$ cat config.mk
export PLATFORM = sky130hd
export DESIGN_NAME = wb_queue
export DESIGN_NICKNAME = d
export VERILOG_FILES = /design/src/rtl/wb_queue.sv
export SDC_FILE = /design/constraint.sdc
export NUM_CORES = 1
export LEC_CHECK = 0
export BUFFER_PORTS_ARGS = -buffer_cell sky130_fd_sc_hd__buf_4
export CORE_ASPECT_RATIO = 1.25
export CORE_MARGIN = 2
export CORE_UTILIZATION = 40
export CTS_BUF_LIST = sky130_fd_sc_hd__clkbuf_4 sky130_fd_sc_hd__clkbuf_8
export CTS_CLUSTER_SIZE = 8
export DETAILED_ROUTE_END_ITERATION = 8
export GPL_ROUTABILITY_DRIVEN = 0
export SLEW_MARGIN = 20
export SYNTH_ARGS = -nofsm -noshare
export SYNTH_HDL_FRONTEND = slang
export SYNTH_SLANG_ARGS = --single-unit
$ cat constraint.sdc
create_clock -name CLK -period 6.2 [get_ports CLK]
set_input_delay 0.93 -clock CLK [delete_from_list [all_inputs] [get_ports CLK]]
set_output_delay 0.93 -clock CLK [all_outputs]
set_load 0.05 [all_outputs]
$ cat src/rtl/wb_queue.sv
// Writeback queue: merges ALU (A) and load (B) results into one in-order
// FIFO and drains one entry per cycle onto the register-file write port.
//
// Ports:
//   CLK, RESET                   clock, async active-low reset
//   A_Valid/A_Reg/A_Data/A_Ready ALU writeback handshake
//   B_Valid/B_Reg/B_Data/B_Ready load writeback handshake
//   WriteReg1/WriteData1/Write1  registered register-file write port
//   QueryReg/QueryPending        pending-write lookup for decode stalls
//   Count                        FIFO occupancy (output register excluded)
module wb_queue #(
  parameter int DEPTH = 4,
  parameter int AW    = 2
) (
  input  logic          CLK,
  input  logic          RESET,
  input  logic          A_Valid,
  input  logic [4:0]    A_Reg,
  input  logic [31:0]   A_Data,
  output logic          A_Ready,
  input  logic          B_Valid,
  input  logic [4:0]    B_Reg,
  input  logic [31:0]   B_Data,
  output logic          B_Ready,
  output logic [4:0]    WriteReg1,
  output logic [31:0]   WriteData1,
  output logic          Write1,
  input  logic [4:0]    QueryReg,
  output logic          QueryPending,
  output logic [AW:0]   Count
);

  localparam logic [AW:0] FULL_M1 = (AW+1)'(DEPTH - 1);
  localparam logic [AW:0] FULL_M2 = (AW+1)'(DEPTH - 2);

  logic [4:0]       reg_q [DEPTH];
  logic [31:0]      dat_q [DEPTH];
  logic [DEPTH-1:0] vld_q;

  logic [AW-1:0] rd_q;
  logic [AW-1:0] wr_q;
  logic [AW-1:0] wr_b;
  logic [AW:0]   count_q;
  logic [AW:0]   count_d;

  logic          w1_q;
  logic [4:0]    wreg_q;
  logic [31:0]   wdat_q;

  logic push_a;
  logic push_b;
  logic pop;
  logic hit;

  // Readiness looks only at registered occupancy; a same-cycle
  // pop earns no credit. B yields the last free slot to A.
  assign A_Ready = (count_q <= FULL_M1);
  assign B_Ready = (count_q <= FULL_M2) ||
                   ((count_q == FULL_M1) && !A_Valid);

  // Register 0 writes finish the handshake but are dropped.
  assign push_a = A_Valid && A_Ready && (A_Reg != 5'd0);
  assign push_b = B_Valid && B_Ready && (B_Reg != 5'd0);
  assign pop    = (count_q != '0);

  // A takes the older slot when both arrive together.
  assign wr_b = push_a ? wr_q + AW'(1) : wr_q;

  assign count_d = count_q
                 + (AW+1)'(push_a)
                 + (AW+1)'(push_b)
                 - (AW+1)'(pop);

  always_ff @(posedge CLK or negedge RESET) begin
    if (!RESET) begin
      rd_q    <= '0;
      wr_q    <= '0;
      count_q <= '0;
      vld_q   <= '0;
      w1_q    <= 1'b0;
      wreg_q  <= '0;
      wdat_q  <= '0;
      for (int i = 0; i < DEPTH; i++) begin
        reg_q[i] <= '0;
        dat_q[i] <= '0;
      end
    end else begin
      count_q <= count_d;
      wr_q    <= wr_q + AW'(push_a) + AW'(push_b);
      if (pop) begin
        vld_q[rd_q] <= 1'b0;
        rd_q        <= rd_q + AW'(1);
        w1_q        <= 1'b1;
        wreg_q      <= reg_q[rd_q];
        wdat_q      <= dat_q[rd_q];
      end else begin
        w1_q <= 1'b0;
      end
      // Push slots never alias the head being popped.
      if (push_a) begin
        reg_q[wr_q] <= A_Reg;
        dat_q[wr_q] <= A_Data;
        vld_q[wr_q] <= 1'b1;
      end
      if (push_b) begin
        reg_q[wr_b] <= B_Reg;
        dat_q[wr_b] <= B_Data;
        vld_q[wr_b] <= 1'b1;
      end
    end
  end

  always_comb begin
    hit = 1'b0;
    for (int i = 0; i < DEPTH; i++) begin
      if (vld_q[i] && (reg_q[i] == QueryReg)) hit = 1'b1;
    end
    if (w1_q && (wreg_q == QueryReg)) hit = 1'b1;
  end

  assign QueryPending = hit && (QueryReg != 5'd0);

  assign Write1     = w1_q;
  assign WriteReg1  = wreg_q;
  assign WriteData1 = wdat_q;
  assign Count      = count_q;

endmodule
# Word level (Yosys, flattened, before mapping)
# Index checks and enable logic that the tools add are counted.
[classes]
addsub = 7
magnitude_cmp = 13
n_eq_ne = 6
muxes = 38
bitwise = 7
n_reduce_logical = 22
[ops]
columns = ["cell", "n"]
rows = [
  ["bitwise mux 128 bit", 2],
  ["2-to-1 mux 128 bit", 2],
  ["demux 32 bit (select 2 bit)", 2],
  ["2-to-1 mux 32 bit", 4],
  ["binary-select mux 32 bit (select 2 bit)", 1],
  ["bitwise mux 20 bit", 2],
  ["2-to-1 mux 20 bit", 2],
  ["== test 5 bit", 5],
  ["demux 5 bit (select 2 bit)", 2],
  ["2-to-1 mux 5 bit", 4],
  ["logical AND 1 bit", 16],
  ["nonzero test 5 bit", 3],
  ["2-to-1 mux 4 bit", 3],
  ["binary-select mux 5 bit (select 2 bit)", 1],
  ["greater-or-equal comparator 3 bit (second input constant)", 3],
  ["less-than comparator 2 x 3 -> 1 bit (second input constant)", 3],
  ["2-to-1 mux 1 bit", 9],
  ["inverter 2 -> 3 bit", 3],
  ["OR 4 bit", 2],
  ["adder 3 x 1 -> 3 bit", 2],
  ["demux 1 bit (select 2 bit)", 3],
  ["greater-or-equal comparator 2 x 1 -> 1 bit (second input constant)", 3],
  ["less-or-equal comparator 3 x 2 -> 1 bit (second input constant)", 2],
  ["less-than comparator 3 x 1 -> 1 bit (second input constant)", 2],
  ["10 further kinds", 12],
]
[word_totals]
register_bits = 197
input_bits = 83
wordCells = 108

# Longest topological paths before layout
# Gate-level depths: netlist of the first run.
[depth]
depth_word = 11
depth_mapped = 11

# Worst setup path after synthesis of the first run
# No wires, ideal clock.
[synth_timing]
path_type = "input-to-output"
from = "input QueryReg[3]"
to = "output QueryPending"
arrival_time_ns = 2.154
path_slack_ns = 3.116
cell_stages = 6
cell_sequence = "clkbuf_1 > xor2_1 > nor4_1 > nand3_1 > nand3_1 > o22a_1"
[synth_between]
elab_chain_cells = 8
word_cells_on_any_way = 17
classes_between = "eq/ne (5); mux (5); reduce/logical (7)"
[synth_rtl]
columns = ["element", "line", "rtl"]
rows = [
  ["start, declared", "28", "input logic [4:0] QueryReg,"],
  ["== test 5 bit", "116", "if (vld_q[i] && (reg_q[i] == QueryReg)) hit = 1'b1;"],
  ["logical AND 1 bit", "116", ""],
  ["2-to-1 mux 1 bit (4 in a row)", "116", ""],
  ["2-to-1 mux 1 bit", "118", "if (w1_q && (wreg_q == QueryReg)) hit = 1'b1;"],
  ["logical AND 1 bit (*)", "121", "assign QueryPending = hit && (QueryReg != 5'd0);"],
  ["end, declared", "29", "output logic QueryPending,"],
]
# Every way passes the cells marked *; elsewhere a longest branch is shown, timed or not.

# Worst setup path after layout of the first run
[layout_timing]
from = "register count_q[2] (netlist: Count[2])"
to = "register dat_q[85] in the netlist's numbering"
[layout_between]
elab_chain_cells = 11
word_cells_on_any_way = 19
classes_between = "order compare (4); eq/ne (1); mux (6); bitwise (1); reduce/logical (7)"
[layout_rtl]
columns = ["element", "line", "rtl"]
rows = [
  ["start, declared", "43", "logic [AW:0] count_q;"],
  ["start signal, assigned", "88", "count_q <= count_d;"],
  ["less-or-equal comparator 3 x 2 -> 1 bit", "57", "assign A_Ready = (count_q <= FULL_M1);"],
  ["logical AND 1 bit (2 in a row)", "62", "assign push_a = A_Valid && A_Ready && (A_Reg != 5'd0);"],
  ["2-to-1 mux 2 bit", "67", "assign wr_b = push_a ? wr_q + AW'(1) : wr_q;"],
  ["inverter 2 -> 3 bit (implied by the code)", "107", "dat_q[wr_b] <= B_Data;"],
  ["greater-or-equal comparator 3 bit (implied by the code) / less-than comparator 3 x 1 -> 1 bit (equally long branches)", "107", ""],
  ["logical AND 1 bit (implied by the code)", "107", ""],
  ["2-to-1 mux 32 bit (implied by the code)", "107", ""],
  ["demux 32 bit (select 2 bit)", "107", ""],
  ["bitwise mux 128 bit", "107", ""],
  ["2-to-1 mux 128 bit (*)", "105", "if (push_b) begin"],
  ["end signal, assigned by index", "102", "dat_q[wr_q] <= A_Data;"],
  ["end signal, assigned by index", "107", ""],
  ["end, declared", "37", "logic [31:0] dat_q [DEPTH];"],
]
# Marked as above.
# A chain may end at the register's enable or synchronous reset.

==> key figures, run 1 <==
Status
  – Status: complete, no violations

Synth
  – Main flop type after synthesis: dfrtp_1
  – Yosys top cell area share: 0.448
  – Yosys warning total: 0
  – Mean Syn Cell Area: 15.1 um^2
  – Top post-synthesis cells by area: dfrtp_1, mux2_2, mux2_4, mux4_2, xor2_1
  – Seq cells post-synth: 197
  – Syn Inst Count: 729
  – Register area share after synthesis: 0.448
  – Cell taking the most area after synthesis: dfrtp_1
  – Post-Syn Nets: 826
  – Synth async-reset ratio: 1.00
  – Synth cell types: 33
  – Post-synth EDFFs: 0
  – Mapped Area: 11000 um^2

STA
  – Skew final: 0.0154 ns
  – Max Clk Rate: 280 MHz
  – Worst slew pin tran: 1.04 ns
  – Period utilization: 0.577
  – Post-Route Setup TNS: 0 ns
  – RSZ-0062 raised after global routing: no
  – Final Hold Vio Count: 0
  – Slew HR: 0.307
  – Crit path time final: 3.58 ns
  – Fin. max-slew vios: 0
  – Worst Setup Slack, final: 2.62 ns
  – Setup violations, final: 0

Floorplan
  – Starting Density: 0.409
  – Core area: 26900 um^2
  – Die height: 189 um
  – DIE AREA: 28900 um^2
  – IO Pins: 127
  – DIE WIDTH: 152 um
  – Core Rows: 67

Route
  – Routed len/inst: 21.7 um
  – DR iter-0 viols: 282
  – Drt drc: 0
  – Detailed Route WL: 25.8 mm
  – Via Count: 6358
  – Antenna viol nets, final: 0
  – Detailed-router iteration count before antenna repair: 4
  – Vias per cell: 5.34

GRT
  – Remaining global-route overflow: 0
  – First-pass GRT wire length: 41.6 mm
  – Vias in the first global route: 6982
  – Initial antenna violation count: 1
  – GRT Total Usage: 0.185
  – Pin count of the biggest net entering global routing: 97

Clock network
  – H-tree depth: 4
  – Max Buffers Root-to-Sink: 2
  – Total clock sinks: 197
  – Root Driver: clkbuf_8
  – Skew-Pair Late Insertion Delay: 0.47 ns
  – CTS Hold Bufs: 0
  – Setup Fix Bufs, Post-CTS: 0
  – CTS tree: done
  – Post-CTS Resized: 0
  – Clk pin slew, worst setup/hold paths: 0.11 ns
  – Cts bufs inserted: 17

Finish
  – Fin nets: 929
  – Area added between synthesis and finish: 14.1%
  – Design Area, Final: 12600 um^2
  – Layout cell share with drive strength beyond 1: 0.651
  – Post-Route Utilization: 0.467

Run
  – Max cap viols: 0

Hold path
  – Hold crit path type: flip-flop to flip-flop

Setup path
  – CP arrival: 3.93 ns
  – Crit. End Element: flip-flop
  – Critical path, cell by cell: inv_1 > ha_1 > and3b_1 > nor3b_4 > a211oi_1 > o21ai_4 > buf_4 > mux2_2
  – Crit path max-delay cell type: o21ai_4
  – CP max stage delay: 0.82 ns
  – Critical Path Fanout Max: 23
  – Worst Setup Path Type: flip-flop to flip-flop
  – Startpoint class of the critical path: flip-flop
  – CP Data Required Time: 6.56 ns

Power and ir drop
  – Leakage: 5.69 nW
  – Maximum vdd drop: 0.000244 V
  – Tot Pwr: 6.99 mW
  – Pwr dens: 557 nW/um^2

Placement
  – Placed wire-length estimate: 16.3 mm
  – Area of placed instances: 12200 um^2
  – Worst slack at placement: 2.28 ns
  – I/O Buffers: 126
registers in the layout, summed over array words and instances (netlist names), 2 cells and up:
register,flops
reg_q,20
Count,3
WriteData1,32
WriteReg1,5
vld_q,4
rd_q,2
wr_q,2
dat_q,128
final timing paths:
check                           slack [ns]           start  cells past startpoint             end
worst max-delay path                  2.62        Count[2]                      8       dat_q[85]
worst min-delay path                  0.52  WriteData1[29]                      1  WriteData1[29]
worst max register to register        2.62        Count[2]                      8       dat_q[85]
worst min register to register        0.52  WriteData1[29]                      1  WriteData1[29]
max in group asynchronous             4.34           RESET                      2       dat_q[63]
min in group asynchronous             0.54           RESET                      1    WriteReg1[2]
area by class of cell:
cell class | instances | area, um^2
fill | 2413 | 14400
multi-input combinational | 469 | 5740
sequential | 197 | 4930
timing repair buffer | 135 | 1020
tap | 345 | 432
clock buffer | 18 | 241
clock inverter | 14 | 146
inverter | 12 | 45.0
antenna | 1 | 2.50
cells in the final DEF (no fill, tap or decap), types with 2 or more instances in the layout:
cell and instances:
mux2_4 76, mux4_2 37, nor4_1 5, inv_8 3
dfrtp_1 195, inv_1 12, dfrtp_2 2, clkinvlp_4 4
ha_1 11, inv_6 2, and4_1 2, xnor2_1 7
nor2_1 3, clkbuf_8 18, mux2_2 257, nand3_4 4
a211oi_1 4, nand2_1 13, nand3_1 10, clkinv_2 2
o21ai_4 4, buf_4 134, xor2_1 21, fa_1 3
report_power, final:
| part | leakage, nW | switching (mW) | total [mW] | internal (mW) |
|---|---|---|---|---|
| Sequential | 2.34 | 0.451 | 2.42 | 1.97 |
| Clock | 0.188 | 0.504 | 0.839 | 0.335 |
| Combinational | 3.16 | 1.62 | 3.73 | 2.11 |
layer usage:
metal  vias to the layer above  share of wire  track usage
li1                       2890              -            -
met1                      3326           0.44        0.237
met2                       127           0.52        0.327
met3                        15          0.038       0.0357
met4                         0         0.0082       0.0406
met5                         -              0            0
critical path: cells and delay by family (launching register included):
kind,cells,cell delay [ns]
buf+inv,2,0.56
compound gates,2,1.05
fa+ha+maj,1,0.20
simple gates,2,0.84
mux,1,0.38
flops,1,0.45
kinds of logic (layout without fill, tap and decap cells):
kind of cell / after synthesis / after routing / synth area share
other: 0 / 1 / 0
AOI/OAI and AO/OA: 12 / 12 / 0.00750
buffers and inverters: 63 / 179 / 0.0351
muxes: 370 / 370 / 0.442
xor gates and xnor gates: 28 / 28 / 0.0223
and+or+nand+nor: 45 / 45 / 0.0269
adders and majority gates: 14 / 14 / 0.0180
DFF: 197 / 197 / 0.448
metrics by stage:
stage,hold slack (ns),cells
floorplan,0.460,729
detailed placement,0.497,1158
global route,0.540,1191
global placement,0.491,1158
CTS,0.525,1190
finish,0.520,1191
Yosys cell counts, drive strengths merged, types with 7 or more instances:
cell      n
dfrtp   197
inv      12
xnor2     7
nand3    15
mux2    333
ha       11
xor2     21
mux4     37
buf      39
clkbuf   12
nand2    13
Power figures use the tool's default switching activity.
==> inputs of run 2 (changes only) <==
==> constraint.sdc (replaced) <==
create_clock -name CLK -period 3.5 [get_ports CLK]
set_input_delay 0.525 -clock CLK [delete_from_list [all_inputs] [get_ports CLK]]
set_output_delay 0.525 -clock CLK [all_outputs]
set_load 0.05 [all_outputs]
==> key figures, run 2 (synthesis gave the netlist of run 1 again) <==
Setup path
  – CP max stage delay: 0.44 ns (was 0.82 ns)
  – CP Buf/Inv Count: 3 (was 2)
  – Crit. End Element: flip-flop (unchanged)
  – CP arrival: 3.09 ns (was 3.93 ns)
  – Critical path, cell by cell: inv_1 > ha_1 > and3b_1 > nor3b_4 > buf_4 > nand2_1 > ha_1 > fa_1 > inv_1 > fa_1 (was inv_1 > ha_1 > and3b_1 > nor3b_4 > a211oi_1 > o21ai_4 > buf_4 > mux2_2)
  – Worst Setup Path Type: flip-flop to flip-flop (unchanged)
  – Cell family with most CP delay: adder cells (was compound AO/OA/AOI/OAI gates)
  – Startpoint class of the critical path: flip-flop (unchanged)
  – Critical Path Fanout Max: 13 (was 23)
  – CP Data Required Time: 3.85 ns (was 6.56 ns)
  – Crit path max-delay cell type: dfrtp_1 (was o21ai_4)

Power and ir drop
  – Leakage: 5.80 nW (was 5.69 nW)
  – Net switching power: 4.54 mW (was 2.57 mW)
  – Sw Share: 0.365 (was 0.368)
  – Pwr dens: 973 nW/um^2 (was 557 nW/um^2)
  – Comb power frac: 0.538 (was 0.534)
  – Maximum vdd drop: 0.000396 V (was 0.000244 V)
  – Power Internal: 7.88 mW (was 4.42 mW)
  – Register share of total power: 0.347 (was 0.346)
  – Clk network pwr share: 0.115 (was 0.120)

STA
  – Slew HR: 0.485 (was 0.307)
  – Crit path time final: 2.75 ns (was 3.58 ns)
  – Max Clk Rate: 364 MHz (was 280 MHz)
  – WHS: 0.0669 ns (was 0.520 ns)
  – Fin. max-slew vios: 0 (unchanged)
  – Setup violations, final: 0 (unchanged)
  – Post-Route Setup TNS: 0 ns (unchanged)
  – Period utilization: 0.785 (was 0.577)
  – Skew final: 0.0214 ns (was 0.0154 ns)
  – RSZ-0062 raised after global routing: no (unchanged)
  – Worst slew pin tran: 0.773 ns (was 1.04 ns)
  – Final Hold Vio Count: 0 (unchanged)

Finish
  – Max reg flops: 128 (unchanged)
  – Leading cell type in the layout, fill and taps excluded: mux2_2 (unchanged)
  – Most flops, register: dat_q (unchanged)
  – Area of the multi-input gates: 5740 um^2 (unchanged)
  – Design Area, Final: 12800 um^2 (was 12600 um^2)
  – Fillers: 2417 (was 2413)
  – Fin nets: 947 (was 929)
  – FF/Latch Area: 4930 um^2 (unchanged)
  – Ant diodes: 0 (was 1)
  – Layout cell share with drive strength beyond 1: 0.658 (was 0.651)
  – Most frequent cells in the layout: mux2_2, dfrtp_1, buf_4 (unchanged)
  – Area added between synthesis and finish: 16.0% (was 14.1%)

Clock network
  – CTS Hold Bufs: 0 (unchanged)
  – CTS tree: done (unchanged)
  – Skew-Pair Late Insertion Delay: 0.47 ns (about the same)
  – Clk pin slew, worst setup/hold paths: 0.10 ns (was 0.11 ns)
  – Root Driver: clkbuf_8 (unchanged)
  – Post-CTS Resized: 0 (unchanged)
  – Setup Fix Bufs, Post-CTS: 0 (unchanged)
  – Total clock sinks: 197 (unchanged)
  – H-tree depth: 4 (unchanged)
  – Max Buffers Root-to-Sink: 2 (unchanged)
  – Cts bufs inserted: 17 (unchanged)

GRT
  – GRT Total Usage: 0.187 (was 0.185)
  – Pin count of the biggest net entering global routing: 78 (was 97)
  – Initial antenna violation count: 0 (was 1)
  – Vias in the first global route: 7032 (was 6982)
  – Remaining global-route overflow: 0 (unchanged)
  – First-pass GRT wire length: 41.8 mm (was 41.6 mm)

Floorplan
  – DIE AREA: 28900 um^2 (unchanged)
  – DIE WIDTH: 152 um (unchanged)
  – Starting Density: 0.409 (unchanged)
  – Die height: 189 um (unchanged)
  – Core area: 26900 um^2 (unchanged)
  – Core Rows: 67 (unchanged)
  – IO Pins: 127 (unchanged)

Status
  – Status: complete, no violations (unchanged)

Route
  – Vias per cell: 5.27 (was 5.34)
  – Drt drc: 0 (unchanged)
  – Via Count: 6366 (was 6358)
  – Routed len/inst: 21.5 um (was 21.7 um)
  – Detailed-router iteration count before antenna repair: 4 (unchanged)
  – Detailed Route WL: 26.0 mm (was 25.8 mm)
  – Antenna viol nets, final: 0 (unchanged)
  – DR iter-0 viols: 260 (was 282)

Hold path
  – Hold crit path type: primary input to asynchronous set/reset pin (was flip-flop to flip-flop)

Placement
  – I/O Buffers: 126 (unchanged)
  – Area of placed instances: 12400 um^2 (was 12200 um^2)
  – Placed wire-length estimate: 16.7 mm (was 16.3 mm)

Run
  – Max cap viols: 0 (unchanged)
## run 2: cell count changes in the layout (fill, tap and decap cells not counted), moves of 2 or more
| cell | change |
|---|---|
| buf_4 | +11 |
| buf_12 | +7 |
| clkinv_4 | +2 |
| inv_8 | -2 |
| clkbuf_8 | +3 |
## run 2: cell type report
cell class	instances	area share
sequential	197	0.386
timing repair buffer	153	0.0973
tap	345	0.0338
multi-input combinational	469	0.450
clock buffer	21	0.0222
clock inverter	11	0.00715
inverter	12	0.00353
## run 2: through the flow
| stage | setup slack, ns | util | cells | power (mW) |
|---|---|---|---|---|
| after detailed placement | 0.631 | 0.461 | 1176 | 11.1 |
| after global placement | 0.632 | 0.461 | 1176 | 11.0 |
| after CTS | 0.735 | 0.474 | 1208 | 12.6 |
| after global routing | 0.582 | 0.474 | 1208 | 13.2 |
| final | 0.752 | 0.474 | 1208 | 12.4 |
| after floorplan | 0.518 | - | 729 | 9.46 |
## run 2: power by group through the flow
stage	Sequential [mW]	Clock [mW]	Combinational, mW
6_report	4.31	1.43	6.68
5_1_grt	4.48	1.57	7.17
4_1_cts	4.33	1.49	6.76
3_5_place_dp	4.38	0	6.73
3_3_place_gp	4.36	0	6.64
2_1_floorplan	4.87	0	4.59
## run 2: routing by layer
metal / vias up / track usage / share of wire
met5: - / 0 / 0
met4: 0 / 0.0431 / 0.011
met3: 20 / 0.0444 / 0.048
met2: 112 / 0.317 / 0.50
met1: 3305 / 0.243 / 0.44
li1: 2929 / - / -
## run 2: path summary, 6_finish.rpt
| kind | start | to | slack, ns | cells after the start |
|---|---|---|---|---|
| max | Count[2] | Count[1] | 0.75 | 10 |
| min reg2reg | WriteData1[20] | WriteData1[20] | 0.51 | 1 |
| min in group CLK | B_Data[14] | dat_q[78] | 0.30 | 2 |
| max reg2reg | Count[2] | Count[1] | 0.75 | 10 |
| min | RESET | reg_q[10] | 0.07 | 1 |
| max in group asynchronous | RESET | dat_q[88] | 2.64 | 2 |
## run 2: worst register-to-register path, cell delays in order (launching register included)
cell and delay [ns]:
dfrtp_1 0.44, inv_1 0.12, ha_1 0.19, and3b_1 0.20
nor3b_4 0.17, buf_4 0.25, nand2_1 0.10, ha_1 0.32
fa_1 0.38, inv_1 0.08, fa_1 0.40
